<file path="src/rtl/mips_mem_pkg.sv">
// Shared store-path types: access-size encodings, the buffered store entry,
// and the alignment predicate used when misaligned-store trapping is built in.
package mips_mem_pkg;

  typedef enum logic [1:0] {
    SIZE_BYTE = 2'b00,
    SIZE_HALF = 2'b01,
    SIZE_WORD = 2'b10,
    SIZE_RSVD = 2'b11
  } store_size_e;

  localparam int ENTRY_ADDR_W = 32;
  localparam int ENTRY_DATA_W = 32;

  typedef struct packed {
    logic [ENTRY_ADDR_W-1:0] addr;
    logic [ENTRY_DATA_W-1:0] wdata;
    logic [3:0]              be;
  } store_entry_t;

  // Reserved size behaves as a word, so it shares the word alignment rule.
  function automatic logic is_misaligned(input logic [1:0] size, input logic [1:0] addr_lo);
    logic result;
    result = 1'b0;
    case (store_size_e'(size))
      SIZE_BYTE: result = 1'b0;
      SIZE_HALF: result = addr_lo[0];
      default:   result = (addr_lo != 2'b00);
    endcase
    return result;
  endfunction

endpackage

</file>
<file path="src/rtl/store_lane_fmt.sv">
// Combinational store formatter: replicates narrow data across the byte lanes
// and derives little-endian byte enables from the low address bits and size.
module store_lane_fmt
  import mips_mem_pkg::*;
(
  input  logic [1:0]  addr_lo,
  input  logic [1:0]  size,
  input  logic [31:0] data,
  output logic [31:0] wdata,
  output logic [3:0]  be
);

  always_comb begin
    wdata = data;
    be    = 4'b1111;
    case (store_size_e'(size))
      SIZE_BYTE: begin
        wdata = {4{data[7:0]}};
        be    = 4'b0001 << addr_lo;
      end
      SIZE_HALF: begin
        wdata = {2{data[15:0]}};
        be    = addr_lo[1] ? 4'b1100 : 4'b0011;
      end
      default: begin
        wdata = data;
        be    = 4'b1111;
      end
    endcase
  end

endmodule

</file>
<file path="src/rtl/store_narrow_unit.sv">
// Store narrowing unit: formats stores on push and buffers them in a small FIFO
// ahead of the data-memory write port. Optional trap: STORE_MISALIGN_TRAP_EN.
module store_narrow_unit
  import mips_mem_pkg::*;
#(
  parameter int DEPTH  = 4,
  parameter int ADDR_W = 32,
  parameter int DATA_W = 32
) (
  input  logic                     clk,
  input  logic                     rst_n,
  input  logic                     st_valid,
  output logic                     st_ready,
  input  logic [ADDR_W-1:0]        st_addr,
  input  logic [DATA_W-1:0]        st_data,
  input  logic [1:0]               st_size,
  output logic                     mem_valid,
  input  logic                     mem_ready,
  output logic [ADDR_W-1:0]        mem_addr,
  output logic [DATA_W-1:0]        mem_wdata,
  output logic [3:0]               mem_be,
  output logic [$clog2(DEPTH):0]   buf_count,
  output logic                     misalign_err,
  output logic [ADDR_W-1:0]        err_addr
);

  localparam int PTR_W = $clog2(DEPTH);
  localparam int CNT_W = PTR_W + 1;

  logic [PTR_W-1:0] wr_ptr_reg, rd_ptr_reg;
  logic [CNT_W-1:0] count_reg;
  store_entry_t     entry_reg [DEPTH];
  store_entry_t     new_entry, head;
  logic [31:0]      fmt_wdata;
  logic [3:0]       fmt_be;
  logic             accept, misaligned, push, pop;

  store_lane_fmt u_fmt (
    .addr_lo (st_addr[1:0]),
    .size    (st_size),
    .data    (st_data),
    .wdata   (fmt_wdata),
    .be      (fmt_be)
  );

  // Ready depends on occupancy only, so a pop never opens a slot in the same cycle.
  assign st_ready  = (count_reg != CNT_W'(DEPTH));
  assign mem_valid = (count_reg != '0);
  assign accept    = st_valid && st_ready;
  assign push      = accept && !misaligned;
  assign pop       = mem_valid && mem_ready;

  always_comb begin
    new_entry       = '0;
    new_entry.addr  = ENTRY_ADDR_W'({st_addr[ADDR_W-1:2], 2'b00});
    new_entry.wdata = fmt_wdata;
    new_entry.be    = fmt_be;
  end

  generate
    for (genvar gi = 0; gi < DEPTH; gi++) begin : g_entry
      always_ff @(posedge clk or negedge rst_n) begin
        if (!rst_n) begin
          entry_reg[gi] <= '0;
        end else if (push && (wr_ptr_reg == PTR_W'(gi))) begin
          entry_reg[gi] <= new_entry;
        end
      end
    end
  endgenerate

  always_ff @(posedge clk or negedge rst_n) begin
    if (!rst_n) begin
      wr_ptr_reg <= '0;
      rd_ptr_reg <= '0;
      count_reg  <= '0;
    end else begin
      if (push) wr_ptr_reg <= wr_ptr_reg + 1'b1;
      if (pop)  rd_ptr_reg <= rd_ptr_reg + 1'b1;
      case ({push, pop})
        2'b10:   count_reg <= count_reg + 1'b1;
        2'b01:   count_reg <= count_reg - 1'b1;
        default: count_reg <= count_reg;
      endcase
    end
  end

  // Head stays put until popped, which keeps mem_* stable under backpressure.
  assign head      = entry_reg[rd_ptr_reg];
  assign mem_addr  = ADDR_W'(head.addr);
  assign mem_wdata = DATA_W'(head.wdata);
  assign mem_be    = head.be;
  assign buf_count = count_reg;

`ifdef STORE_MISALIGN_TRAP_EN
  logic              misalign_err_reg;
  logic [ADDR_W-1:0] err_addr_reg;

  assign misaligned = is_misaligned(st_size, st_addr[1:0]);

  always_ff @(posedge clk or negedge rst_n) begin
    if (!rst_n) begin
      misalign_err_reg <= 1'b0;
      err_addr_reg     <= '0;
    end else begin
      misalign_err_reg <= accept && misaligned;
      if (accept && misaligned) err_addr_reg <= st_addr;
    end
  end

  assign misalign_err = misalign_err_reg;
  assign err_addr     = err_addr_reg;
`else
  assign misaligned   = 1'b0;
  assign misalign_err = 1'b0;
  assign err_addr     = '0;
`endif

endmodule

</file>
<file path="config.mk">
export PLATFORM = sky130hd
export DESIGN_NAME = store_narrow_unit
export DESIGN_NICKNAME = d
export VERILOG_FILES = /design/src/rtl/mips_mem_pkg.sv /design/src/rtl/store_lane_fmt.sv /design/src/rtl/store_narrow_unit.sv
export SDC_FILE = /design/constraint.sdc
export NUM_CORES = 1
export LEC_CHECK = 0
export ABC_AREA = 1
export BUFFER_PORTS_ARGS = -buffer_cell sky130_fd_sc_hd__buf_2
export CAP_MARGIN = 20
export CORE_MARGIN = 2
export CORE_UTILIZATION = 55
export DETAILED_ROUTE_END_ITERATION = 10
export GPL_TIMING_DRIVEN = 0
export PLACE_DENSITY = 0.77
export SETUP_SLACK_MARGIN = 0.1
export SYNTH_ARGS = -nofsm -noshare
export SYNTH_HDL_FRONTEND = slang
export SYNTH_SLANG_ARGS = --single-unit
</file>
<file path="constraint.sdc">
create_clock -name clk -period 2.2 [get_ports clk]
set_clock_uncertainty 0.05 [all_clocks]
set_input_delay 0.22 -clock clk [delete_from_list [all_inputs] [get_ports clk]]
set_output_delay 0.22 -clock clk [all_outputs]
set_load 0.02 [all_outputs]
</file>
==> results.py <==
metrics = {
    "synth": {
        "synthDistinctLibCells": 23,
        "synth_edf_count": 0,
        "synthCells": 1512,
        "synth_top_cell_area_share_pct": 54.8,
        "syn_avg_cell_area_sq_um": 8.19,
        "synth_mux_area_share_pct": 0,
        "seq_area_frac_synth_pct": 54.8,
        "ys_top_cells_by_area": "dfrtp_1 (55%), nand2_1 (15%), o21ai_0 (12%), nor2_1 (4.1%), o22ai_1 (3.3%)",
        "yosysTopAreaCell": "dfrtp_1",
        "synth_seq_cells": 271,
        "synth-xor-area-share_pct": 0.354,
        "yosys_warnings": 0,
        "synth_flop_cell": "dfrtp_1",
        "synthArstFlopShare_pct": 100,
        "synth_compound_gate_area_share_pct": 16.6,
        "yosys-top-cells-count": "nand2_1 (479), o21ai_0 (308), dfrtp_1 (271), nor2_1 (136), o22ai_1 (66)",
        "yosysMostFrequentCell": "nand2_1",
        "synthAdderAreaFrac_pct": 0.667,
        "synthSimpleGateAreaFrac_pct": 20.0,
        "syn-cell-area_sq_mm": 0.0124,
        "synth_top_family_by_area": "simple AND/OR/NAND/NOR gates",
    },
    "sta": {
        "slew_violations": 0,
        "worst_slew_pin_slew_ns": 0.661,
        "hold_viol_final": 0,
        "finalCritPeriodShare_pct": 106,
        "final.setup.worst_slack_ns": -0.130,
        "hold_slack_ns": 0.0144,
        "slew_headroom_pct": 55.9,
        "max_freq_mhz": 429,
        "rsz0062_at_grt": "yes",
        "min_period_ns": 2.33,
        "setup_viol": 64,
    },
    "clock_tree": {
        "htree_levels": 1,
        "clkTransAtPathRegs_ns": 0.06,
        "cts_root_buf": "clkbuf_16",
        "cts_max_path_buffers": 3,
        "cts_inserted_buffers": 28,
        "cts.sinks": 271,
        "clock_latency_ns": 0.55,
        "tritoncts": "built",
    },
    "routing": {
        "via_per_inst": 5.72,
        "vias": 11800,
        "drc": 0,
        "drtPass1Iterations": 8,
        "drt_wl_total_microns": 38900,
        "drt_iter0_markers": 1350,
        "postRouteAntennaNets": 0,
        "wire_per_inst_microns": 18.8,
    },
    "critical_path": {
        "worstPathCellList": "inv_1 -> buf_6 -> clkbuf_8 -> o21ai_1 -> o22ai_1 -> buf_4",
        "worst_r2r_path_depth": 9,
        "worst-path-buf-inv": 4,
        "cp_max_fo": 10,
        "slowest_delay_ns": 0.48,
        "required_ns": 1.93,
        "critPathTopFamily": "buffers and inverters",
        "startpoint_type": "flip-flop",
        "cp.arrival_ns": 2.06,
        "path_class": "reg2out",
        "crit_slowest_cell": "dfrtp_2",
        "worst-path-stages": 6,
        "crit_path_end_kind": "output pin",
    },
    "hold_path": {
        "worstHoldPathCells": 3,
        "hold_path.class": "in2reg",
    },
    "layout": {
        "n_antenna_cell": 0,
        "areaGrowthSynthToFinish_pct": 27.4,
        "largest_register_ffs": 264,
        "drive_above_1_share_pct": 22.1,
        "fin_area_sq_mm": 0.0158,
        "fin_nets": 1836,
        "fill_cells": 1667,
    },
    "global_routing": {
        "grt_antenna_before_repair": 0,
        "grt_overflow_total": 0,
        "grt_pass1_wl_microns": 60400,
        "grt_max_degree": 100,
        "track_usage_pct": 32.1,
        "grt_pass1_vias": 11300,
    },
    "run_status": {
        "status": "finished, violations left",
        "violations": "negative setup slack",
    },
    "pwr": {
        "p_total_w": 0.0271,
        "ir_worst_vdd_mv": 1.21,
        "p_per_area_mw_per_mm2": 1720,
        "p_leak_nw": 7.98,
    },
    "run": {
        "drv_cap": 0,
    },
    "floorplanning": {
        "rows": 54,
        "core_area_sq_mm": 0.0220,
        "die_w_microns": 154,
        "num_io_pins": 176,
        "start_util_pct": 56.4,
        "dieArea_sq_mm": 0.0237,
        "die-height_microns": 154,
    },
    "place": {
        "dp_hpwl_microns": 24500,
        "placed_cell_area_sq_mm": 0.0136,
        "io_buffers": 139,
        "gp_congestion": 0.908,
    },
}
==> path summary, 6_finish.rpt <==
path	from	to	slack (ns)
worst max register to register	buf_count[0]	buf_count[2]	0.24
worst max-delay path	rd_ptr_reg[1]	mem_addr[27]	-0.13
min in group asynchronous	rst_n	entry_reg[66]	0.20
worst min-delay path	st_addr[31]	entry_reg[271]	0.01
worst min register to register	entry_reg[83]	entry_reg[83]	0.43
max in group asynchronous	rst_n	entry_reg[27]	0.53
==> repair_timing <==
item / CTS / global route
setup endpoints to repair: 67 / 68
gates resized for setup: 243 / 77
hold buffers: 32 / 0
pin swaps: 28 / 15
gates cloned: 1 / 1
setup buffers: 5 / 5
endpoints found under the hold margin: 199 / 0
==> cells by family after synthesis <==
kind of cell / after synthesis
AO/OA/AOI/OAI: 394
XOR/XNOR: 5
adder cells (fa/ha/maj): 6
buffers and inverters: 194
flip-flops: 271
other: 1
AND/OR/NAND/NOR: 641
==> where the power goes <==
| group | leakage, nW | internal, W | switching [W] |
|---|---|---|---|
| clock network | 0.457 | 0.00273 | 0.00198 |
| logic | 4.13 | 0.00543 | 0.00835 |
| registers | 3.40 | 0.00728 | 0.00135 |
| total | 7.98 | 0.0154 | 0.0117 |
==> through the flow <==
| stage | setup WS (ns) | util, % | TNS (ns) | std cells |
|---|---|---|---|---|
| global placement | -4.06 | 61.7 | -1094.74 | 1965 |
| floorplan | 0.180 | - | 0 | 1546 |
| global route | -0.154 | 71.8 | -7.21 | 2062 |
| detailed placement | -0.0893 | 62.0 | -0.516 | 1967 |
| CTS | -0.0698 | 70.8 | -2.59 | 2057 |
| finish | -0.130 | 71.8 | -4.16 | 2062 |
==> worst register-to-register path, stage by stage, from the launching register on <==
cell      delay (ns)
dfrtp_2         0.44
nor2_4          0.15
nand2_4         0.13
nand2_8         0.12
ha_1            0.18
inv_1           0.07
fa_1            0.38
nand2_1         0.08
nand3b_1        0.09
xor2_1          0.15
==> metal layers <==
| metal | share of wire [%] | wire (microns) | global-route usage (%) | up-vias |
|---|---|---|---|---|
| li1 | - | - | - | 5345 |
| met1 | 40 | 15400 | 45.1 | 5682 |
| met2 | 46 | 18000 | 50.7 | 663 |
| met3 | 9.9 | 3860 | 4.96 | 104 |
| met4 | 3.9 | 1500 | 12.4 | 0 |
| met5 | 0 | 0 | 0 | - |
==> layout make-up <==
cell class | instances | area [sq um] | area share, %
buffer | 138 | 990 | 6.27
sequential | 271 | 6780 | 43.0
tap | 280 | 350 | 2.22
timing repair buffer | 184 | 1430 | 9.05
clock inverter | 11 | 82.6 | 0.524
multi-input combinational | 1081 | 5090 | 32.3
inverter | 56 | 214 | 1.36
clock buffer | 41 | 831 | 5.27
==> placed cells by master (no fill, tap or decap), drive strengths merged <==
cell,netlist,layout
xnor2,2,2
o22ai,66,66
dlygate4sd3,0,32
clkbuf,35,74
nor2,138,138
o21ai,328,328
inv,56,55
clkinvlp,0,2
xor2,3,3
nand2,481,481
fa,1,1
nand3b,1,1
dfrtp,271,271
buf,103,257
bufinv,0,1
nand3,21,21
ha,5,5
conb,1,35
clkinv,0,9
No activity file was read; power rests on OpenSTA's default activity.
